File: config.mk
export PLATFORM = sky130hd
export DESIGN_NAME = mem_responder_flat
export DESIGN_NICKNAME = d
export VERILOG_FILES = /design/src/rtl/mem_responder_pkg.sv /design/src/rtl/mem_responder_if.sv /design/src/rtl/mem_responder_mem_array.sv /design/src/rtl/mem_responder.sv /design/src/flat_wrapper.sv
export SDC_FILE = /design/constraint.sdc
export NUM_CORES = 2
export LEC_CHECK = 0
export ABC_CLOCK_PERIOD_IN_PS = 3600
export CORE_ASPECT_RATIO = 1.2
export CORE_MARGIN = 4
export CORE_UTILIZATION = 56
export CTS_CLUSTER_SIZE = 30
export DETAILED_ROUTE_END_ITERATION = 8
export PLACE_DENSITY = 0.69
export SETUP_SLACK_MARGIN = 0.3
export SLEW_MARGIN = 20
export SYNTH_ARGS = -nofsm -noshare
export SYNTH_HDL_FRONTEND = slang
export SYNTH_HIERARCHICAL = 1
export SYNTH_SLANG_ARGS = --single-unit
File: constraint.sdc
create_clock -name clk -period 3.6 [get_ports clk]
set_clock_uncertainty 0.2 [all_clocks]
set_input_delay 0.9 -clock clk [delete_from_list [all_inputs] [get_ports clk]]
set_output_delay 0.9 -clock clk [all_outputs]
set_load 0.03 [all_outputs]
File: src/rtl/mem_responder_pkg.sv
// Shared types and constants for the word-addressed memory responder.
package mem_pkg;

    // Responder FSM states.
    typedef enum logic [1:0] {
        IDLE = 2'd0,
        WAIT = 2'd1,
        EXEC = 2'd2,
        RESP = 2'd3
    } state_t;

    // The data path is fixed at four byte lanes.
    localparam int DATA_W_FIXED = 32;
    localparam int BYTES        = DATA_W_FIXED / 8;

    // Wait-state counter width; covers WAIT_CYCLES up to 15.
    localparam int WCNT_W = 4;

endpackage : mem_pkg

File: src/rtl/mem_responder_if.sv
// Request/response bus between an initiator and the memory responder.
//
// Handshake rules (both channels): a transfer happens on a rising edge where
// valid and ready are both 1. On the request channel the fields are sampled
// only at that edge. On the response channel, once rsp_valid is 1 it stays 1
// with rsp_rdata/rsp_err stable until the edge where rsp_ready is 1; a
// rsp_ready seen while rsp_valid is 0 has no effect.
interface mem_responder_if #(
    parameter int ADDR_W = 32,
    parameter int DATA_W = 32
);

    logic              req_valid;
    logic              req_ready;
    logic              req_we;
    logic [ADDR_W-1:0] req_addr;
    logic [DATA_W-1:0] req_wdata;
    logic [3:0]        req_be;

    logic              rsp_valid;
    logic              rsp_ready;
    logic [DATA_W-1:0] rsp_rdata;
    logic              rsp_err;

    // Initiator side (control FSM / testbench).
    modport master (
        output req_valid,
        output req_we,
        output req_addr,
        output req_wdata,
        output req_be,
        output rsp_ready,
        input  req_ready,
        input  rsp_valid,
        input  rsp_rdata,
        input  rsp_err
    );

    // Responder side.
    modport slave (
        input  req_valid,
        input  req_we,
        input  req_addr,
        input  req_wdata,
        input  req_be,
        input  rsp_ready,
        output req_ready,
        output rsp_valid,
        output rsp_rdata,
        output rsp_err
    );

endinterface : mem_responder_if

File: src/rtl/mem_responder_mem_array.sv
// Word storage: synchronous byte-masked write, combinational read, no reset.
module mem_array
    import mem_pkg::*;
#(
    parameter int DEPTH  = 64,
    parameter int DATA_W = 32,
    parameter int IDX_W  = $clog2(DEPTH)
) (
    input  logic              clk,
    input  logic              we,
    input  logic [BYTES-1:0]  be,
    input  logic [IDX_W-1:0]  widx,
    input  logic [DATA_W-1:0] wdata,
    input  logic [IDX_W-1:0]  ridx,
    output logic [DATA_W-1:0] rdata
);

    logic [DATA_W-1:0] mem_q [DEPTH];

    // Write only the byte lanes whose enable is set; contents survive reset.
    always_ff @(posedge clk) begin
        if (we) begin
            for (int b = 0; b < BYTES; b++) begin
                if (be[b]) begin
                    mem_q[widx][8*b +: 8] <= wdata[8*b +: 8];
                end
            end
        end
    end

    assign rdata = mem_q[ridx];

endmodule : mem_array

File: src/rtl/mem_responder.sv
// Memory responder: accepts one request at a time, inserts WAIT_CYCLES wait
// states, executes the access in a single EXEC cycle and holds the response
// until the initiator takes it.
module mem_responder
    import mem_pkg::*;
#(
    parameter int ADDR_W      = 32,
    parameter int DATA_W      = 32,
    parameter int DEPTH       = 64,
    parameter int WAIT_CYCLES = 2
) (
    input  logic            clk,
    input  logic            reset,
    mem_responder_if.slave  bus,
    output state_t          dbg_state
);

    localparam int IDX_W = $clog2(DEPTH);

    // Registered state.
    state_t              state_q, state_d;
    logic                we_q, we_d;
    logic [ADDR_W-1:0]   addr_q, addr_d;
    logic [DATA_W-1:0]   wdata_q, wdata_d;
    logic [BYTES-1:0]    be_q, be_d;
    logic [WCNT_W-1:0]   cnt_q, cnt_d;
    logic [DATA_W-1:0]   rdata_q, rdata_d;
    logic                err_q, err_d;
    logic                rsp_valid_q, rsp_valid_d;

    // Decoded from the latched request.
    logic                addr_err;
    logic [IDX_W-1:0]    widx;
    logic                mem_we;
    logic [DATA_W-1:0]   mem_rdata;

    // Word index uses only the bits that address storage.
    assign widx = addr_q[IDX_W+1:2];

    // DEPTH is a power of two, so any set bit above the word index means the
    // word lies beyond the end of storage.
    assign addr_err = (addr_q[1:0] != 2'b00) || (|addr_q[ADDR_W-1:IDX_W+2]);

    // Storage is touched only in EXEC, and only for error-free writes. A zero
    // byte-enable still passes through and simply changes no lane.
    assign mem_we = (state_q == EXEC) && we_q && !addr_err;

    mem_array #(
        .DEPTH  (DEPTH),
        .DATA_W (DATA_W),
        .IDX_W  (IDX_W)
    ) u_mem (
        .clk   (clk),
        .we    (mem_we),
        .be    (be_q),
        .widx  (widx),
        .wdata (wdata_q),
        .ridx  (widx),
        .rdata (mem_rdata)
    );

    // Next-state and next-register computation for the responder FSM.
    always_comb begin
        state_d     = state_q;
        we_d        = we_q;
        addr_d      = addr_q;
        wdata_d     = wdata_q;
        be_d        = be_q;
        cnt_d       = cnt_q;
        rdata_d     = rdata_q;
        err_d       = err_q;
        rsp_valid_d = rsp_valid_q;

        case (state_q)
            IDLE: begin
                if (bus.req_valid) begin
                    we_d    = bus.req_we;
                    addr_d  = bus.req_addr;
                    wdata_d = bus.req_wdata;
                    be_d    = bus.req_be;
                    cnt_d   = WCNT_W'(WAIT_CYCLES);
                    state_d = (WAIT_CYCLES == 0) ? EXEC : WAIT;
                end
            end

            WAIT: begin
                cnt_d = cnt_q - WCNT_W'(1);
                if (cnt_q == WCNT_W'(1)) begin
                    state_d = EXEC;
                end
            end

            EXEC: begin
                // Reads return storage; writes and errors return zero.
                rdata_d     = (!we_q && !addr_err) ? mem_rdata : '0;
                err_d       = addr_err;
                rsp_valid_d = 1'b1;
                state_d     = RESP;
            end

            RESP: begin
                // New requests wait until the cycle after this handshake.
                if (bus.rsp_ready) begin
                    rsp_valid_d = 1'b0;
                    state_d     = IDLE;
                end
            end

            default: begin
                state_d = IDLE;
            end
        endcase
    end

    // State and response registers; storage itself is not reset.
    always_ff @(posedge clk or negedge reset) begin
        if (!reset) begin
            state_q     <= IDLE;
            we_q        <= 1'b0;
            addr_q      <= '0;
            wdata_q     <= '0;
            be_q        <= '0;
            cnt_q       <= '0;
            rdata_q     <= '0;
            err_q       <= 1'b0;
            rsp_valid_q <= 1'b0;
        end else begin
            state_q     <= state_d;
            we_q        <= we_d;
            addr_q      <= addr_d;
            wdata_q     <= wdata_d;
            be_q        <= be_d;
            cnt_q       <= cnt_d;
            rdata_q     <= rdata_d;
            err_q       <= err_d;
            rsp_valid_q <= rsp_valid_d;
        end
    end

    assign bus.req_ready = (state_q == IDLE);
    assign bus.rsp_valid = rsp_valid_q;
    assign bus.rsp_rdata = rdata_q;
    assign bus.rsp_err   = err_q;
    assign dbg_state     = state_q;

endmodule : mem_responder

File: src/flat_wrapper.sv
// flat-port wrapper written by rule: the top's interface ports become plain ports
module mem_responder_flat import mem_pkg::*;
#(
    parameter int ADDR_W      = 32,
    parameter int DATA_W      = 32,
    parameter int DEPTH       = 64,
    parameter int WAIT_CYCLES = 2
)
  (clk, reset, dbg_state, bus_req_valid, bus_req_we, bus_req_addr, bus_req_wdata, bus_req_be, bus_rsp_ready, bus_req_ready, bus_rsp_valid, bus_rsp_rdata, bus_rsp_err);
  mem_responder_if #(.ADDR_W(ADDR_W), .DATA_W(DATA_W)) bus_i ();
  input  logic clk;
  input  logic reset;
  output state_t dbg_state;
  input wire logic [$bits(bus_i.req_valid)-1:0] bus_req_valid;
  input wire logic [$bits(bus_i.req_we)-1:0] bus_req_we;
  input wire logic [$bits(bus_i.req_addr)-1:0] bus_req_addr;
  input wire logic [$bits(bus_i.req_wdata)-1:0] bus_req_wdata;
  input wire logic [$bits(bus_i.req_be)-1:0] bus_req_be;
  input wire logic [$bits(bus_i.rsp_ready)-1:0] bus_rsp_ready;
  output wire logic [$bits(bus_i.req_ready)-1:0] bus_req_ready;
  output wire logic [$bits(bus_i.rsp_valid)-1:0] bus_rsp_valid;
  output wire logic [$bits(bus_i.rsp_rdata)-1:0] bus_rsp_rdata;
  output wire logic [$bits(bus_i.rsp_err)-1:0] bus_rsp_err;
  assign bus_i.req_valid = bus_req_valid;
  assign bus_i.req_we = bus_req_we;
  assign bus_i.req_addr = bus_req_addr;
  assign bus_i.req_wdata = bus_req_wdata;
  assign bus_i.req_be = bus_req_be;
  assign bus_i.rsp_ready = bus_rsp_ready;
  assign bus_req_ready = bus_i.req_ready;
  assign bus_rsp_valid = bus_i.rsp_valid;
  assign bus_rsp_rdata = bus_i.rsp_rdata;
  assign bus_rsp_err = bus_i.rsp_err;
  mem_responder #(.ADDR_W(ADDR_W), .DATA_W(DATA_W), .DEPTH(DEPTH), .WAIT_CYCLES(WAIT_CYCLES)) u_core (.clk(clk), .reset(reset), .bus(bus_i), .dbg_state(dbg_state));
endmodule
==> flow_summary_export.csv <==
group,metric,value,unit
timing,period_share,91.3,%
power,power_density,791,nW/um2
timing,relSlewSlack,25.7,%
power,irDropWorstVdd,0.523,mV
timing,fmax,304,MHz
synthesis,synth-edff-count,2048,
critical_path,required,2.50,ns
synthesis,seq_area_frac_synth,76.5,%
synthesis,synth_nets,3969,
final_layout,nNetsFinal,4480,
clocking,clockRootBuffer,"clkbuf_16",
placement,dp.final_hpwl,146000,um
synthesis,post-synth-top-count-cell,"edfxtp_1",
global_route,grt_pass1_vias,43200,
routing,drt_pass1_iterations,6,
critical_path,rr_startpoint,"u_core/addr_q[2]$_DFFE_PN0P_",
timing,slew_violations,0,
floorplan,die_area,156000,um2
routing,vias_per_cell,6.61,
global_route,grt-ovfl-total,0,
clocking,clk_latency,0.83,ns
floorplan,die_h,432,um
routing,drt-total-wl,229000,um
placement,place_congestion,0.889,
clocking,cts_num_sinks,2157,
final_layout,drive_gt1_share,31.4,%
clocking,clk_pin_slew_worst_paths,0.06,ns
synthesis,ys_top_cells_by_area,"edfxtp_1 (73%), mux4_2 (15%), dfrtp_1 (3.2%), mux2_2 (1.3%), nor2_1 (1.3%)",
critical_path,slowest_delay,0.82,ns
worst_hold_path,hp-class,"flop to flop",
global_route,grt.total_usage,29.7,%
status,status,"complete, no violations",
floorplan,num_rows,155,
critical_path,worst_setup_path_end_kind,"primary output",
job,maxCapViolCount,0,
clocking,htreeDepth,4,
clocking,cts_tree,"built",
critical_path,path_class,"flop to primary output",
critical_path,crit_chain,"clkdlybuf4s50_1",
clocking,cts_buffer_depth,3,
synthesis,ys_async_sr_fraction,5.05,%
global_route,antenna_found_initial,11,
synthesis,synthCells,3890,
synthesis,yosysWarnings,6,
synthesis,synth_cell_type_count,52,
floorplan,pin_count,110,
routing,drt_iter0_markers,6710,
worst_hold_path,hp-start,"u_core/addr_q[31]$_DFFE_PN0P_",
timing,hold_viol_final,0,
floorplan,coreArea,149000,um2
synthesis,synth_area,83900,um2
final_layout,final_util,64.7,%
critical_path,startpoint_type,"flop",
critical_path,critPathLaunch,"u_core/bus.rsp_rdata[30]$_DFFE_PN0P_",
routing,wl_per_cell,35.0,um
routing,drcViolationCount,0,
synthesis,synth-seq-cells,2157,
timing,rsz0062_at_grt,"true",
global_route,grt_max_degree,66,
placement,io_buffers,109,
timing,tns,0,ns
critical_path,crit_fanout,2,
final_layout,fillerInstances,9727,
critical_path,path_buf_inv,1,
synthesis,synth_top_area_cell,"edfxtp_1",
clocking,cts_buffers,195,
floorplan,start_util,56.4,%
timing,finalSetupViolations,0,
floorplan,die_w,361,um
synthesis,ys.flop_type,"edfxtp_1",
final_layout,area_growth,14.7,%
synthesis,yosysTopAreaCellShare,73.3,%
routing,vias,43300,
power,p_leak,30.8,nW
synthesis,synth_common_cells,"edfxtp_1 (2048), mux4_2 (543), nor2_1 (283)",
synthesis,synth.avg_cell_area,21.6,um2
critical_path,crit_family,"buffers and inverters",
routing,ant_nets,0,
timing,worstMarginPinSlew,1.11,ns
timing,fin_crit,3.29,ns
critical_path,crit_path_top_delay_cell,"clkdlybuf4s50_1",
critical_path,crit_arrival,2.19,ns
global_route,grt_pass1_wl,325000,um
[cell families after synthesis]
kind of cell / Yosys count / share of synthesized area, %
DFF: 2157 / 76.5
muxes: 722 / 16.8
AOI/OAI and AO/OA: 241 / 2.37
adders and majority gates: 6 / 0.0894
buffers and inverters: 272 / 1.62
and+or+nand+nor: 492 / 2.56
[registers in the layout, indices dropped and copies added (netlist names), 2 cells and up]
name,cells
u_core/addr_q,32
u_core/wdata_q,32
u_core/u_mem/mem_q,2048
u_core/cnt_q,4
u_core/bus.rsp_rdata,32
u_core/dbg_state,2
u_core/be_q,4
[where the power goes]
group | internal [mW] | switching (mW)
registers | 31.6 | 4.05
clock network | 11.0 | 8.91
logic | 9.30 | 11.4
[through the flow]
stage / setup slack [ns] / cells / cell area, um2 / hold WS [ns] / total power [mW]
after detailed placement: 0.356 / 6163 / 90100 / 0.293 / 56.6
after global placement: 0.341 / 6163 / 90100 / 0.289 / 56.2
final: 0.313 / 6550 / 96300 / 0.309 / 76.2
after floorplan: 0.288 / 3890 / 83900 / 0.279 / 47.3
after CTS: 0.296 / 6533 / 96200 / 0.309 / 76.2
after global routing: 0.270 / 6537 / 96300 / 0.317 / 78.6
[path summary, 6_finish.rpt]
path	endpoint	slack, ns	cells past startpoint
max	bus_rsp_rdata[30]	0.31	1
min	u_core/addr_q[31]$_DFFE_PN0P_	0.31	1
max reg2reg	u_core/bus.rsp_rdata[31]$_DFFE_PN0P_	0.35	8
min reg2reg	u_core/addr_q[31]$_DFFE_PN0P_	0.31	1
max in group asynchronous	u_core/bus.rsp_rdata[9]$_DFFE_PN0P_	1.90	3
min in group asynchronous	u_core/addr_q[23]$_DFFE_PN0P_	0.40	2
[repair_timing]
action,4_1_cts,5_1_grt
hold endpoints to repair,43,0
gates resized for setup,10,7
hold buffers,1,0
endpoints found under the setup margin,9,46
setup buffers,0,2
[routing by layer]
metal	up-vias	wire [um]	GRT usage, %
met4	12	11000	12.6
met5	-	68	0.156
li1	17200	-	-
met1	22800	82100	40.2
met3	473	27900	8.86
met2	2804	108000	45.8
[cell usage in the layout, fill, tap and decap left out, types with 7 or more instances in the layout]
cell type,n
edfxtp_1,2048
mux4_2,543
buf_4,403
nor2_1,281
clkbuf_16,199
clkdlybuf4s50_1,97
mux2_2,97
mux2i_1,81
nand2_1,81
dfrtp_1,70
clkbuf_1,56
a22oi_1,50
clkinv_1,49
nand3_1,45
o22ai_1,43
inv_1,39
clkinv_2,33
buf_12,33
dfrtp_4,30
a21oi_1,30
o32ai_2,29
nor3_1,22
o211ai_1,19
a221oi_1,17
diode_2,15
o221ai_1,15
nand2b_1,12
a22o_1,12
bufinv_16,9
dfrtp_2,9
dlygate4sd2_1,8
nor3b_1,8
inv_6,7
clkbuf_8,7
o21ai_0,7
[final cells by class]
type	count	area (um2)	share of cell area, %
clock inverters	107	785	0.815
flip-flops and latches	2157	64400	66.8
repair buffers	547	4810	4.99
well taps	1962	2450	2.55
multi-input cells	1461	18400	19.1
diodes	15	37.5	0.0390
inverters	39	146	0.152
clock buffers	262	5290	5.49
Note: power is estimated with default switching activity, not from simulation.
